<file path="src/rtl/panic_cell_allocator_if.sv">
// Allocator bus: the parser's single-cycle allocation request/grant and the
// consumer's cell-return strobe.
//   master : parser/consumer side (drives req, size and free_*)
//   slave  : allocator side (drives the grant, intense flag)
interface panic_cell_allocator_if #(
  parameter int CELL_ID_WIDTH = 16,
  parameter int LEN_WIDTH     = 16
);
  logic                     alloc_mem_req;
  logic [LEN_WIDTH-1:0]     alloc_mem_size;
  logic [CELL_ID_WIDTH-1:0] alloc_cell_id;
  logic                     alloc_port_id;
  logic                     alloc_mem_success;
  logic                     alloc_mem_intense;
  logic                     free_valid;
  logic [CELL_ID_WIDTH-1:0] free_cell_id;
  logic                     free_port_id;

  modport master (
    output alloc_mem_req, alloc_mem_size, free_valid, free_cell_id, free_port_id,
    input  alloc_cell_id, alloc_port_id, alloc_mem_success, alloc_mem_intense
  );

  modport slave (
    input  alloc_mem_req, alloc_mem_size, free_valid, free_cell_id, free_port_id,
    output alloc_cell_id, alloc_port_id, alloc_mem_success, alloc_mem_intense
  );
endinterface

</file>
<file path="src/rtl/panic_cell_allocator.sv">
// Packet-buffer cell allocator with two per-bank circular free lists.
// Ports:
//   clk            clock
//   rst            asynchronous reset, active-low
//   bus            allocation/free bus (slave side)
//   free_err       registered one-cycle pulse for an illegal/ignored free
//   free_cnt0/1    registered free-cell counts of bank 0 / bank 1
//   alloc_fail_cnt saturating count of failed allocation requests
module panic_cell_allocator #(
  parameter int CELL_ID_WIDTH  = 16,
  parameter int LEN_WIDTH      = 16,
  parameter int CELL_NUM       = 64,
  parameter int CELL_SIZE      = 2048,
  parameter int INTENSE_THRESH = 8,
  parameter int CNT_WIDTH      = 32
) (
  input  logic                        clk,
  input  logic                        rst,
  panic_cell_allocator_if.slave       bus,
  output logic                        free_err,
  output logic [$clog2(CELL_NUM):0]   free_cnt0,
  output logic [$clog2(CELL_NUM):0]   free_cnt1,
  output logic [CNT_WIDTH-1:0]        alloc_fail_cnt
);
  localparam int PTR_W = $clog2(CELL_NUM);
  localparam int CNT_W = PTR_W + 1;
  localparam logic [31:0] CELL_SIZE_U = 32'(CELL_SIZE);
  localparam logic [31:0] THRESH_U    = 32'(INTENSE_THRESH);

  typedef enum logic {INIT, RUN} state_t;

  state_t                   state_q, state_d;
  logic [PTR_W-1:0]         init_idx_q, init_idx_d;
  logic [PTR_W-1:0]         head_q [2];
  logic [PTR_W-1:0]         head_d [2];
  logic [PTR_W-1:0]         tail_q [2];
  logic [PTR_W-1:0]         tail_d [2];
  logic [CNT_W-1:0]         cnt_q  [2];
  logic [CNT_W-1:0]         cnt_d  [2];
  logic [CELL_ID_WIDTH-1:0] mem_q  [2][CELL_NUM];
  logic                     free_err_q, free_err_d;
  logic [CNT_WIDTH-1:0]     fail_q, fail_d;

  logic                     sel;
  logic                     size_ok;
  logic                     success;
  logic                     id_ok;
  logic                     free_ok;
  logic [1:0]               push;
  logic [1:0]               pop;
  logic [CELL_ID_WIDTH-1:0] wr_data;
  logic [CNT_W:0]           total;

  // Grant path: combinational from registered counts and heads.
  always_comb begin
    // Larger bank wins, tie goes to bank 0; an empty bank can only win if
    // both are empty, which the count check below rejects.
    sel     = (cnt_q[1] > cnt_q[0]);
    size_ok = (bus.alloc_mem_size != '0) && (32'(bus.alloc_mem_size) <= CELL_SIZE_U);
    success = bus.alloc_mem_req && (state_q == RUN) && size_ok && (cnt_q[sel] != '0);
    id_ok   = ({1'b0, bus.free_cell_id} < (CELL_ID_WIDTH+1)'(CELL_NUM));
    free_ok = bus.free_valid && (state_q == RUN) && id_ok &&
              (cnt_q[bus.free_port_id] < CNT_W'(CELL_NUM));
    total   = {1'b0, cnt_q[0]} + {1'b0, cnt_q[1]};
  end

  assign bus.alloc_mem_success = success;
  assign bus.alloc_cell_id     = success ? mem_q[sel][head_q[sel]] : '0;
  assign bus.alloc_port_id     = success ? sel : 1'b0;
  assign bus.alloc_mem_intense = (state_q == INIT) || (32'(total) < THRESH_U);

  // Next-state: FSM, pointers, counters.
  always_comb begin
    state_d    = state_q;
    init_idx_d = init_idx_q;
    wr_data    = bus.free_cell_id;
    free_err_d = bus.free_valid && !free_ok;
    fail_d     = fail_q;
    push       = '0;
    pop        = '0;

    case (state_q)
      INIT: begin
        init_idx_d = init_idx_q + 1'b1;
        wr_data    = CELL_ID_WIDTH'(init_idx_q);
        if (init_idx_q == PTR_W'(CELL_NUM - 1)) state_d = RUN;
      end
      RUN: state_d = RUN;
      default: state_d = INIT;
    endcase

    if (bus.alloc_mem_req && !success && (fail_q != '1)) fail_d = fail_q + 1'b1;

    for (int b = 0; b < 2; b++) begin
      pop[b]    = success && (sel == 1'(b));
      push[b]   = (state_q == INIT) || (free_ok && (bus.free_port_id == 1'(b)));
      head_d[b] = head_q[b] + PTR_W'(pop[b]);
      tail_d[b] = tail_q[b] + PTR_W'(push[b]);
      cnt_d[b]  = cnt_q[b] + CNT_W'(push[b]) - CNT_W'(pop[b]);
    end
  end

  // Control registers.
  always_ff @(posedge clk or negedge rst) begin
    if (!rst) begin
      state_q    <= INIT;
      init_idx_q <= '0;
      free_err_q <= 1'b0;
      fail_q     <= '0;
      for (int b = 0; b < 2; b++) begin
        head_q[b] <= '0;
        tail_q[b] <= '0;
        cnt_q[b]  <= '0;
      end
    end else begin
      state_q    <= state_d;
      init_idx_q <= init_idx_d;
      free_err_q <= free_err_d;
      fail_q     <= fail_d;
      for (int b = 0; b < 2; b++) begin
        head_q[b] <= head_d[b];
        tail_q[b] <= tail_d[b];
        cnt_q[b]  <= cnt_d[b];
      end
    end
  end

  // Free-list storage: contents are only meaningful between head and tail,
  // and INIT rebuilds them, so no reset is needed.
  always_ff @(posedge clk) begin
    for (int b = 0; b < 2; b++) begin
      if (push[b]) mem_q[b][tail_q[b]] <= wr_data;
    end
  end

  assign free_err       = free_err_q;
  assign free_cnt0      = cnt_q[0];
  assign free_cnt1      = cnt_q[1];
  assign alloc_fail_cnt = fail_q;
endmodule

</file>
<file path="src/flat_wrapper.sv">
// flat-port wrapper written by rule: the top's interface ports become plain ports
module panic_cell_allocator_flat 
#(
  parameter int CELL_ID_WIDTH  = 16,
  parameter int LEN_WIDTH      = 16,
  parameter int CELL_NUM       = 64,
  parameter int CELL_SIZE      = 2048,
  parameter int INTENSE_THRESH = 8,
  parameter int CNT_WIDTH      = 32
)
  (clk, rst, free_err, free_cnt0, free_cnt1, alloc_fail_cnt, bus_alloc_mem_req, bus_alloc_mem_size, bus_free_valid, bus_free_cell_id, bus_free_port_id, bus_alloc_cell_id, bus_alloc_port_id, bus_alloc_mem_success, bus_alloc_mem_intense);
  panic_cell_allocator_if #(.CELL_ID_WIDTH(CELL_ID_WIDTH), .LEN_WIDTH(LEN_WIDTH)) bus_i ();
  input  logic clk;
  input  logic rst;
  output logic free_err;
  output logic [$clog2(CELL_NUM):0] free_cnt0;
  output logic [$clog2(CELL_NUM):0] free_cnt1;
  output logic [CNT_WIDTH-1:0] alloc_fail_cnt;
  input wire logic [$bits(bus_i.alloc_mem_req)-1:0] bus_alloc_mem_req;
  input wire logic [$bits(bus_i.alloc_mem_size)-1:0] bus_alloc_mem_size;
  input wire logic [$bits(bus_i.free_valid)-1:0] bus_free_valid;
  input wire logic [$bits(bus_i.free_cell_id)-1:0] bus_free_cell_id;
  input wire logic [$bits(bus_i.free_port_id)-1:0] bus_free_port_id;
  output wire logic [$bits(bus_i.alloc_cell_id)-1:0] bus_alloc_cell_id;
  output wire logic [$bits(bus_i.alloc_port_id)-1:0] bus_alloc_port_id;
  output wire logic [$bits(bus_i.alloc_mem_success)-1:0] bus_alloc_mem_success;
  output wire logic [$bits(bus_i.alloc_mem_intense)-1:0] bus_alloc_mem_intense;
  assign bus_i.alloc_mem_req = bus_alloc_mem_req;
  assign bus_i.alloc_mem_size = bus_alloc_mem_size;
  assign bus_i.free_valid = bus_free_valid;
  assign bus_i.free_cell_id = bus_free_cell_id;
  assign bus_i.free_port_id = bus_free_port_id;
  assign bus_alloc_cell_id = bus_i.alloc_cell_id;
  assign bus_alloc_port_id = bus_i.alloc_port_id;
  assign bus_alloc_mem_success = bus_i.alloc_mem_success;
  assign bus_alloc_mem_intense = bus_i.alloc_mem_intense;
  panic_cell_allocator #(.CELL_ID_WIDTH(CELL_ID_WIDTH), .LEN_WIDTH(LEN_WIDTH), .CELL_NUM(CELL_NUM), .CELL_SIZE(CELL_SIZE), .INTENSE_THRESH(INTENSE_THRESH), .CNT_WIDTH(CNT_WIDTH)) u_core (.clk(clk), .rst(rst), .bus(bus_i), .free_err(free_err), .free_cnt0(free_cnt0), .free_cnt1(free_cnt1), .alloc_fail_cnt(alloc_fail_cnt));
endmodule
</file>
<file path="config.mk">
export PLATFORM = sky130hd
export DESIGN_NAME = panic_cell_allocator_flat
export DESIGN_NICKNAME = d
export VERILOG_FILES = /design/src/rtl/panic_cell_allocator_if.sv /design/src/rtl/panic_cell_allocator.sv /design/src/flat_wrapper.sv
export SDC_FILE = /design/constraint.sdc
export NUM_CORES = 2
export LEC_CHECK = 0
export CAP_MARGIN = 10
export CELL_PAD_IN_SITES_DETAIL_PLACEMENT = 1
export CELL_PAD_IN_SITES_GLOBAL_PLACEMENT = 1
export CORE_MARGIN = 8
export CORE_UTILIZATION = 30
export CTS_CLUSTER_DIAMETER = 150
export DETAILED_ROUTE_END_ITERATION = 16
export PLACE_DENSITY = 0.58
export RECOVER_POWER = 100
export SLEW_MARGIN = 20
export SYNTH_ARGS = -nofsm -noshare
export SYNTH_HDL_FRONTEND = slang
export SYNTH_SLANG_ARGS = --single-unit
</file>
<file path="constraint.sdc">
create_clock -name clk -period 3.8 [get_ports clk]
set_input_delay 0.76 -clock clk [delete_from_list [all_inputs] [get_ports clk]]
set_output_delay 0.76 -clock clk [all_outputs]
set_load 0.05 [all_outputs]
</file>
==> reports/metrics.yaml <==
path_common_cell: "buf_12"
drc: 0
hold_viol_final: 0
cts_buffers: 220
routedWlPerCell_um: 34.6
max_freq_mhz: 175
layout_common_cells: "2,048 x edfxtp_1, 654 x buf_4, 577 x nand2_1"
critPathKind: "register to primary output"
routabilityCongestion: 0.952
fin_util: 0.390
clockBufferDepth: 3
hold_class: "primary input to register"
power_leakage_nw: 33.9
drt_iter0_drc: 7387
max-slew-margin-rel: -0.493
gr-total-overflow: 0
die_h_um: 548
antenna_left: 0
htree_num_levels: 4
synth.net_count: 5188
worstPathArrival_ns: 4.96
comb_power_share: 0.007
rsz0062_at_grt: "yes"
layout_setup_ws_ns: -1.92
fp.dieArea_um2: 300000
start_util: 0.301
avgSynthCellArea_um2: 16.6
failed_checks: "capacitance limit, slew limit, setup timing"
finalSetupViolations: 823
reg2reg_slack_ns: -0.52
area_delta_synth_final_pct: 29.5
io_pins: 103
ys.flop_type: "edfxtp_1"
r2r_cells: 23
worstHoldStart: "bus_free_valid"
skew_ns: 0.0421
nNetsFinal: 6271
rows: 195
place_ws_ns: -1.78
seq_power_share: 0.539
status: "finished with violations"
routed_wl_um: 350000
clkLatencyLatePin_ns: 0.88
synth_edf_count: 2048
die-width_um: 548
cp_slowest_stage_delay_ns: 0.68
place_inst: 9596
clkPwrFrac: 0.454
hold-path-endpoint: "u_core.free_err"
crit_required_ns: 3.04
antenna_found_initial: 20
intPower_mw: 37.4
synth_seq_cells: 2126
yosys_warnings: 0
hold_depth: 2
critical_path.slowest_cell: "o211ai_1"
grt_pass1_vias: 55900
clock-sinks: 2126
firstDrtPassIters: 5
switching_share: 0.206
worstMarginPinSlew_ns: 2.24
path_cells: "ha_4 -> nand3b_1 -> a21oi_4 -> buf_6 -> a2bb2oi_4 -> nand2_8 -> buf_12 -> mux4_2 -> mux2i_4 -> o22ai_2 -> o211ai_1 -> clkbuf_16 -> o2111ai_4 -> buf_12"
synthDistinctLibCells: 90
min_period_ns: 5.72
cp-end-kind: "primary output"
power_density_nw_per_um2: 429
cts_tree: "done"
syn_area_um2: 84800
r2r-start: "u_core.free_cnt1[2]"
final_common_cell: "edfxtp_1"
fin_crit_sh: 1.51
grt_pass1_wl_um: 471000
drive_above_1_share: 0.309
switchingPower_mw: 9.68
core_um2: 282000
worstSetupStartpointType: "register"
r2r_end: "u_core.free_cnt0[6]"
vdd_drop_max_mv: 0.470
vias: 55900
drv_slew: 598
track_usage: 0.224
cts.reportedPaths.clkPinSlew_ns: 0.06
drv_cap: 11
grt_max_degree: 129
syn_inst: 5113
synth_seq_area_share: 0.749
hpwlAfterDp_um: 231000
io_buffer_count: 102
viasPerCell: 5.52
final-instance-count-excl-fill: 10100
async_reset_ff_frac: 0.0367
cts_root_buffer: "clkbuf_16"
path_max_fanout: 4
## cells by family after synthesis
group / after synthesis / synth area share
and+or+nand+nor: 1337 / 0.0723
buffers and inverters: 309 / 0.0172
AOI/OAI and AO/OA: 700 / 0.0557
xor gates and xnor gates: 66 / 0.00682
muxes: 537 / 0.0935
adders and majority gates: 38 / 0.00579
DFF: 2126 / 0.749
## layout make-up
type                       count  area [µm²]
fill                       28200      172000
clock buffer                 275        5810
tap                         3743        4680
sequential                  2126       63500
antenna                        7        17.5
clock inverter               126        1180
timing repair buffer        1137       12600
multi-input combinational   2678       21800
inverter                      33         130
## power groups by stage
stage	logic, mW	registers (mW)	clock network (mW)
after global routing	0.352	25.4	22.5
after detailed placement	0.350	25.9	0
after global placement	0.342	25.9	0
final	0.331	25.4	21.4
after CTS	0.351	25.4	21.7
after floorplan	0.0655	26.0	0
## synthesized netlist by cell type (6+ instances only)
cell type / number / share of area
edfxtp_1: 2048 / 0.73
nand2_1: 595 / 0.026
nor2b_1: 104 / 0.0077
a2111oi_0: 10 / 0.0010
o22ai_1: 54 / 0.0040
buf_1: 39 / 0.0017
o211ai_1: 26 / 0.0023
dfrtp_1: 78 / 0.023
xnor2_1: 50 / 0.0052
buf_4: 21 / 0.0019
clkbuf_1: 77 / 0.0034
o21ai_0: 62 / 0.0037
inv_1: 31 / 0.0014
nor2_1: 227 / 0.010
o32ai_1: 9 / 0.00093
o221ai_1: 13 / 0.0013
a32oi_1: 10 / 0.0010
a21o_1: 7 / 0.00062
nand3b_1: 9 / 0.00080
a22oi_1: 13 / 0.0012
a311oi_1: 10 / 0.0010
xor2_1: 16 / 0.0017
a21oi_1: 189 / 0.011
mux2i_1: 312 / 0.037
nor3_1: 64 / 0.0038
nand3_1: 162 / 0.0096
o311ai_0: 7 / 0.00072
nor4_1: 28 / 0.0021
o21ai_1: 8 / 0.00047
mux4_2: 201 / 0.053
a211oi_1: 146 / 0.013
o2111ai_1: 6 / 0.00062
nand2b_1: 7 / 0.00052
and2_1: 18 / 0.0013
buf_2: 133 / 0.0079
ha_1: 36 / 0.0053
a31oi_1: 48 / 0.0035
nand4_1: 68 / 0.0050
a221oi_1: 24 / 0.0025
and3_1: 16 / 0.0012
mux2_2: 21 / 0.0028
## sequential cells by signal, summed over array words and instances, names as in the netlist
name                   cells
u_core.mem_q            2048
u_core.tail_q             12
u_core.init_idx_q          6
u_core.free_cnt1           7
u_core.free_err            1
u_core.free_cnt0           7
u_core.head_q             12
u_core.alloc_fail_cnt     32
u_core.state_q             1
## metrics by stage
stage                     power, mW  cell area (µm²)  TNS [ns]  hold WS [ns]
after floorplan                26.1            85200     -4.05         0.451
after global routing           48.2           110000   -556.01         0.463
final                          47.1           110000   -129.10         0.487
after global placement         26.2           100000    -23.30         0.479
after detailed placement       26.2           100000    -26.26         0.482
after CTS                      47.4           109000    -31.62         0.427
## metal layers
layer,wire length (µm),track usage,vias up
li1,-,-,22300
met1,138000,0.296,29700
met2,160000,0.352,3092
met3,31700,0.0428,757
met4,20900,0.115,6
met5,35,0,-
## worst max-delay path, delay by kind of cell (launching register included)
kind	cells	cell delay [ns]
DFF	1	0.42
AOI/OAI and AO/OA	5	1.47
adders and majority gates	1	0.30
buffers and inverters	4	0.85
and+or+nand+nor	2	0.30
muxes	2	0.69
## worst max-delay path by stage
stage,from,end,slack [ns],depth (start not counted)
floorplan,u_core.free_cnt0[1],bus_alloc_cell_id[12],-0.39,15
global placement,u_core.free_cnt1[6],bus_alloc_cell_id[6],-1.70,15
detailed placement,u_core.free_cnt1[6],bus_alloc_cell_id[6],-1.78,15
CTS,u_core.free_cnt1[6],bus_alloc_cell_id[12],-1.90,18
global route,u_core.free_cnt0[6],bus_alloc_cell_id[15],-1.99,18
finish,u_core.free_cnt1[2],bus_alloc_cell_id[3],-1.92,14
## timing repair
action | in CTS | in global routing
gates cloned | 8 | 5
gates resized for setup | 227 | 194
hold buffers | 1 | 0
setup endpoints to repair | 28 | 28
hold endpoints to repair | 53 | 0
pin swaps | 77 | 75
setup buffers | 57 | 65
No activity file was read; power rests on OpenSTA's default activity.
